$ cat config.mk
export PLATFORM = sky130hd
export DESIGN_NAME = seven_seg_scan_ctrl
export DESIGN_NICKNAME = d
export VERILOG_FILES = /design/src/rtl/seven_seg_pkg.sv /design/src/rtl/seven_seg_scan_ctrl_decode.sv /design/src/rtl/seven_seg_scan_ctrl.sv
export SDC_FILE = /design/constraint.sdc
export NUM_CORES = 1
export LEC_CHECK = 0
export CAP_MARGIN = 20
export CORE_MARGIN = 3
export CORE_UTILIZATION = 48
export CTS_CLUSTER_DIAMETER = 120
export DETAILED_ROUTE_END_ITERATION = 10
export PLACE_DENSITY = 0.71
export SYNTH_ARGS = -nofsm -noshare
export SYNTH_HDL_FRONTEND = slang
export SYNTH_HIERARCHICAL = 1
export SYNTH_SLANG_ARGS = --single-unit
$ cat constraint.sdc
create_clock -name clk -period 2.4 [get_ports clk]
set_input_delay 0.6 -clock clk [delete_from_list [all_inputs] [get_ports clk]]
set_output_delay 0.6 -clock clk [all_outputs]
set_load 0.05 [all_outputs]
$ cat src/rtl/seven_seg_pkg.sv
// Shared types and constants for the four-digit seven-segment scan controller.
// Also holds the leading-zero mask helper used by the scan logic.
package seven_seg_pkg;

  typedef enum logic {
    BLANK = 1'b0,
    DRIVE = 1'b1
  } scan_state_e;

  localparam int         NUM_DIGITS = 4;
  localparam logic [6:0] SEG_OFF    = 7'b1111111;
  localparam logic [3:0] AN_OFF     = 4'b1111;

  // Bit k set when digit k and every higher digit are zero; digit 0 never masked.
  function automatic logic [NUM_DIGITS-1:0] lz_mask(
    input logic [4*NUM_DIGITS-1:0] bcd,
    input logic                    lz
  );
    logic zero_run;
    lz_mask  = '0;
    zero_run = lz;
    for (int k = NUM_DIGITS - 1; k >= 1; k--) begin
      zero_run   = zero_run & (bcd[4*k +: 4] == 4'd0);
      lz_mask[k] = zero_run;
    end
  endfunction

endpackage

$ cat src/rtl/seven_seg_scan_ctrl_decode.sv
// BCD nibble to active-low seven-segment pattern {g,f,e,d,c,b,a}.
// Non-decimal nibbles (10-15) blank the digit.
module BCDto7Segment
  import seven_seg_pkg::*;
(
  input  logic [3:0] bcd,
  output logic [6:0] seg
);

  always_comb begin
    seg = SEG_OFF;
    case (bcd)
      4'd0:    seg = 7'b1000000;
      4'd1:    seg = 7'b1111001;
      4'd2:    seg = 7'b0100100;
      4'd3:    seg = 7'b0110000;
      4'd4:    seg = 7'b0011001;
      4'd5:    seg = 7'b0010010;
      4'd6:    seg = 7'b0000010;
      4'd7:    seg = 7'b1111000;
      4'd8:    seg = 7'b0000000;
      4'd9:    seg = 7'b0010000;
      default: seg = SEG_OFF;
    endcase
  end

endmodule

$ cat src/rtl/seven_seg_scan_ctrl.sv
// Time-multiplexed driver for a four-digit common-anode display with
// per-slot anti-ghost blanking, frame-synchronous update and leading-zero blanking.
module seven_seg_scan_ctrl
  import seven_seg_pkg::*;
#(
  parameter int REFRESH_DIV  = 100000,
  parameter int BLANK_CYCLES = 500
) (
  input  logic        clk,
  input  logic        rst_n,
  input  logic [15:0] bcd_in,
  input  logic [3:0]  dp_in,
  input  logic        load,
  input  logic        lz_en,
  output logic [3:0]  an,
  output logic [6:0]  seg,
  output logic        dp,
  output logic        frame_tick
);

  localparam int              CNT_W      = $clog2(REFRESH_DIV);
  localparam logic [CNT_W-1:0] CNT_LAST   = CNT_W'(REFRESH_DIV - 1);
  localparam logic [CNT_W-1:0] BLANK_LAST = CNT_W'(BLANK_CYCLES - 1);

  logic [CNT_W-1:0] cnt_q, cnt_d;
  logic [1:0]       idx_q, idx_d;
  scan_state_e      state_q, state_d;
  logic [15:0]      shadow_q, shadow_d;
  logic [3:0]       shadow_dp_q, shadow_dp_d;
  logic [15:0]      disp_q, disp_d;
  logic [3:0]       disp_dp_q, disp_dp_d;
  logic             lz_q, lz_d;
  logic [3:0]       an_q, an_d;
  logic [6:0]       seg_q, seg_d;
  logic             dp_q, dp_d;
  logic             frame_tick_q, frame_tick_d;

  logic             slot_end;
  logic             wrap;
  logic [3:0]       sel_nib;
  logic             sel_dp;
  logic [3:0]       sup_mask;
  logic             sel_sup;
  logic [6:0]       dec_seg;

  // Prescaler and digit index
  always_comb begin
    slot_end = (cnt_q == CNT_LAST);
    wrap     = slot_end && (idx_q == 2'd3);
    cnt_d    = slot_end ? '0 : cnt_q + CNT_W'(1);
    idx_d    = slot_end ? idx_q + 2'd1 : idx_q;
  end

  always_comb begin
    state_d = state_q;
    case (state_q)
      BLANK:   if (cnt_q == BLANK_LAST) state_d = DRIVE;
      DRIVE:   if (slot_end)            state_d = BLANK;
      default: state_d = BLANK;
    endcase
  end

  // Shadow captures on load; display takes the pre-load shadow at the frame wrap.
  always_comb begin
    shadow_d    = load ? bcd_in : shadow_q;
    shadow_dp_d = load ? dp_in  : shadow_dp_q;
    disp_d      = wrap ? shadow_q    : disp_q;
    disp_dp_d   = wrap ? shadow_dp_q : disp_dp_q;
    lz_d        = wrap ? lz_en       : lz_q;
  end

  always_comb begin
    sel_nib  = disp_q[4*idx_q +: 4];
    sel_dp   = disp_dp_q[idx_q];
    sup_mask = lz_mask(disp_q, lz_q);
    sel_sup  = sup_mask[idx_q];
  end

  BCDto7Segment u_dec (
    .bcd (sel_nib),
    .seg (dec_seg)
  );

  // A suppressed digit with its point lit keeps its anode so the dot shows.
  always_comb begin
    an_d         = AN_OFF;
    seg_d        = SEG_OFF;
    dp_d         = 1'b1;
    frame_tick_d = wrap;
    if (state_q == DRIVE) begin
      if (!sel_sup) begin
        an_d  = ~(4'b0001 << idx_q);
        seg_d = dec_seg;
        dp_d  = ~sel_dp;
      end else if (sel_dp) begin
        an_d  = ~(4'b0001 << idx_q);
        dp_d  = 1'b0;
      end
    end
  end

  always_ff @(posedge clk) begin
    if (!rst_n) begin
      cnt_q        <= '0;
      idx_q        <= 2'd0;
      state_q      <= BLANK;
      shadow_q     <= '0;
      shadow_dp_q  <= '0;
      disp_q       <= '0;
      disp_dp_q    <= '0;
      lz_q         <= 1'b0;
      an_q         <= AN_OFF;
      seg_q        <= SEG_OFF;
      dp_q         <= 1'b1;
      frame_tick_q <= 1'b0;
    end else begin
      cnt_q        <= cnt_d;
      idx_q        <= idx_d;
      state_q      <= state_d;
      shadow_q     <= shadow_d;
      shadow_dp_q  <= shadow_dp_d;
      disp_q       <= disp_d;
      disp_dp_q    <= disp_dp_d;
      lz_q         <= lz_d;
      an_q         <= an_d;
      seg_q        <= seg_d;
      dp_q         <= dp_d;
      frame_tick_q <= frame_tick_d;
    end
  end

  assign an         = an_q;
  assign seg        = seg_q;
  assign dp         = dp_q;
  assign frame_tick = frame_tick_q;

endmodule

==> flow_summary.json <==
{
  "floorplan.initialDensity_pct": 50.4,
  "layout_cells_sized_above_1_pct": 9.74,
  "setup-violations-final": 0,
  "data_required_time_of_the_worst_path_ps": 2620,
  "grt_antenna_before_repair": 0,
  "grt_overflow_total": 0,
  "clk_transition_reported_paths_ps": 70,
  "outcome": "finished, final reports clean",
  "slew-limit-headroom_pct": 61.8,
  "grt_first_pass_wirelength_mm": 11.2,
  "timing.final.hold_violations": 0,
  "track_usage_pct": 18.4,
  "die_width_um": 88.1,
  "cts-buffers-inserted": 9,
  "ys_ff_latch": 74,
  "placed_cell_area_mm2": 0.00367,
  "drv_slew": 0,
  "finalInstanceArea_mm2": 0.00387,
  "htree_num_levels": 3,
  "avgViaCountPerCell": 5.54,
  "r2r_slack_ps": 230,
  "max_freq_ghz": 0.462,
  "ir_drop_uv": 398,
  "layout.filler_cells": 589,
  "cts_setup_buffers": 0,
  "syn_inst": 352,
  "totalWireLength_mm": 6.60,
  "critPathArrivalTime_ps": 2380,
  "max_slew.worst_pin.slew_ps": 572,
  "cts-root-to-sink-buffers": 2,
  "leakage_nw": 1.39,
  "cp-end-kind": "flip-flop",
  "drtAntennaViolNets": 0,
  "portbufs": 36,
  "num_io_pins": 37,
  "critPathSlowestCell": "sky130_fd_sc_hd__or4_1",
  "fin_skew_ps": 11.1,
  "place.gp.congestion": 0.847,
  "layout.cells.most_common_list": "sky130_fd_sc_hd__dfxtp_1, sky130_fd_sc_hd__nor2_1, sky130_fd_sc_hd__clkdlybuf4s50_1",
  "cell_pwr_density_mw_per_mm2": 603,
  "total_core_area_mm2": 0.00642,
  "timing.final.crit_period_ps": 2170,
  "synth-seq-area-share_pct": 45.8,
  "postLayoutSetupSlackWorst_ps": 234,
  "crit_type": "flip-flop to flip-flop",
  "clk_latency_ps": 350,
  "ys_async_sr_fraction_pct": 0,
  "cp_max_fo": 17,
  "cts_sinks": 74,
  "crit_path_start_kind": "flip-flop",
  "fin_tns_setup_ps": 0,
  "finalCritPeriodShare_pct": 90.3,
  "drtIter0Drc": 161,
  "dr_total_vias": 2588,
  "cts-root-buf": "sky130_fd_sc_hd__clkbuf_8",
  "number_of_global_route_vias_before_repair": 2404,
  "placement_rows": 29,
  "crit_buf_inv": 0,
  "holdCritPathClass": "flip-flop to flip-flop",
  "syn2layout_area_growth_pct": 19.7,
  "drc": 0,
  "path_delay_family": "simple AND/OR/NAND/NOR gates",
  "cts_tree": "done",
  "cts_hold_repair.buffers": 0,
  "path_depth": 4,
  "grt_max_degree": 26,
  "synth_nets": 386,
  "hold_path_depth": 1,
  "wl_per_cell_um": 14.1,
  "depth_of_the_most_critical_reg_to_reg_path": 4,
  "mostFrequentLayoutCell": "sky130_fd_sc_hd__dfxtp_1",
  "num_antenna_cells": 0,
  "syn-cell-area_mm2": 0.00323,
  "die_area_mm2": 0.00776,
  "syn_avg_cell_area_um2": 9.19,
  "max-cap-violations": 0,
  "cp_cell_sequence": "or4_4 > or4_1 > o21ai_4 > nor2_1",
  "post_cts.resized_instances": 0,
  "placement_setup_slack_ps": 247,
  "num-nets-final": 419,
  "dieHeight_um": 88.1,
  "synth.lib_cells_used.distinct": 43,
  "grt_setup_unrepaired": "no",
  "synth.yosys.warnings": 6,
  "detailedRoute.firstPassIterationCount": 4,
  "synth_ff_type": "sky130_fd_sc_hd__dfxtp_1",
  "detailed_place_hpwl_mm": 4.57,
  "cpPeakStageDelay_ps": 600,
  "synth_enable_flop_cells": 0
}
-- path summary, 6_finish.rpt --
| path | from | endpoint |
|---|---|---|
| max | cnt_q[12]$_SDFF_PP0_ | cnt_q[6]$_SDFF_PP0_ |
| max reg2reg | cnt_q[12]$_SDFF_PP0_ | cnt_q[6]$_SDFF_PP0_ |
| min reg2reg | cnt_q[0]$_SDFF_PP0_ | cnt_q[0]$_SDFF_PP0_ |
| min | cnt_q[0]$_SDFF_PP0_ | cnt_q[0]$_SDFF_PP0_ |
-- power breakdown --
part	total [W]	internal [W]	switching (W)	leakage, nW
logic	0.000106	0.0000619	0.0000445	0.697
clock network	0.000960	0.000510	0.000451	0.0966
registers	0.00127	0.00125	0.0000154	0.601
-- worst register-to-register path, stage by stage, from the launching register on --
cell                      delay [ps]
sky130_fd_sc_hd__dfxtp_1         360
sky130_fd_sc_hd__or4_4           540
sky130_fd_sc_hd__or4_1           600
sky130_fd_sc_hd__o21ai_4         440
sky130_fd_sc_hd__nor2_1          110
-- registers in the layout (all words and copies together) (netlist names) --
name / cells
disp_dp_q: 4
an: 4
shadow_q: 16
frame_tick: 1
lz_q: 1
state_q: 1
dp: 1
seg: 7
disp_q: 16
shadow_dp_q: 4
idx_q: 2
cnt_q: 17
-- kinds of logic after synthesis --
group	after synthesis	synth area share [%]
adders and majority gates	10	3.87
AOI/OAI and AO/OA	65	10.9
xor gates and xnor gates	13	3.52
buffers and inverters	35	4.68
DFF	74	45.8
and+or+nand+nor	130	21.5
muxes	25	9.67
-- synth_stat cells (2+ instances only) --
master / number / share of area (%)
sky130_fd_sc_hd__nor4_1: 4 / 0.77
sky130_fd_sc_hd__buf_2: 3 / 0.46
sky130_fd_sc_hd__nand3_1: 12 / 1.9
sky130_fd_sc_hd__and4_1: 2 / 0.54
sky130_fd_sc_hd__nor2_1: 41 / 4.8
sky130_fd_sc_hd__o21ai_1: 2 / 0.31
sky130_fd_sc_hd__or4_1: 4 / 0.93
sky130_fd_sc_hd__a21oi_1: 27 / 4.2
sky130_fd_sc_hd__clkbuf_1: 19 / 2.2
sky130_fd_sc_hd__nand4_1: 27 / 5.2
sky130_fd_sc_hd__o21ai_0: 28 / 4.3
sky130_fd_sc_hd__xnor2_1: 8 / 2.2
sky130_fd_sc_hd__buf_6: 2 / 0.70
sky130_fd_sc_hd__nand2_1: 11 / 1.3
sky130_fd_sc_hd__ha_1: 10 / 3.9
sky130_fd_sc_hd__dfxtp_1: 74 / 46
sky130_fd_sc_hd__nand2b_1: 11 / 2.1
sky130_fd_sc_hd__inv_1: 8 / 0.93
sky130_fd_sc_hd__mux2i_1: 20 / 6.2
sky130_fd_sc_hd__nor3_1: 5 / 0.77
sky130_fd_sc_hd__and2_1: 2 / 0.39
sky130_fd_sc_hd__mux4_2: 5 / 3.5
sky130_fd_sc_hd__xor2_1: 5 / 1.4
sky130_fd_sc_hd__o31ai_1: 3 / 0.70
-- per-layer routing --
| metal | up-vias | routed length (um) | GRT usage [%] |
|---|---|---|---|
| li1 | 1314 | - | - |
| met1 | 1217 | 3190 | 24.3 |
| met2 | 50 | 3070 | 29.1 |
| met3 | 7 | 280 | 5.55 |
| met4 | 0 | 55 | 5.36 |
| met5 | - | 0 | 0 |
-- area by class of cell --
cell class                      count  area [um^2]  share of cell area (%)
Multi-Input combinational cell    243         1610                    41.7
Sequential cell                    74         1480                    38.3
Timing Repair Buffer               48          450                    11.6
Clock buffer                       12          145                    3.75
Tap cell                           77         96.3                    2.49
Clock inverter                      4         51.3                    1.33
Inverter                            9         33.8                   0.873
-- through the flow --
step	instances	total power (W)	hold slack [ps]	util [%]
CTS	467	0.00236	478	60.3
global route	467	0.00243	502	60.3
floorplan	352	0.00135	426	-
detailed placement	451	0.00140	463	57.2
finish	467	0.00233	476	60.3
global placement	451	0.00140	449	57.2
No activity file was read; power rests on OpenSTA's default activity.
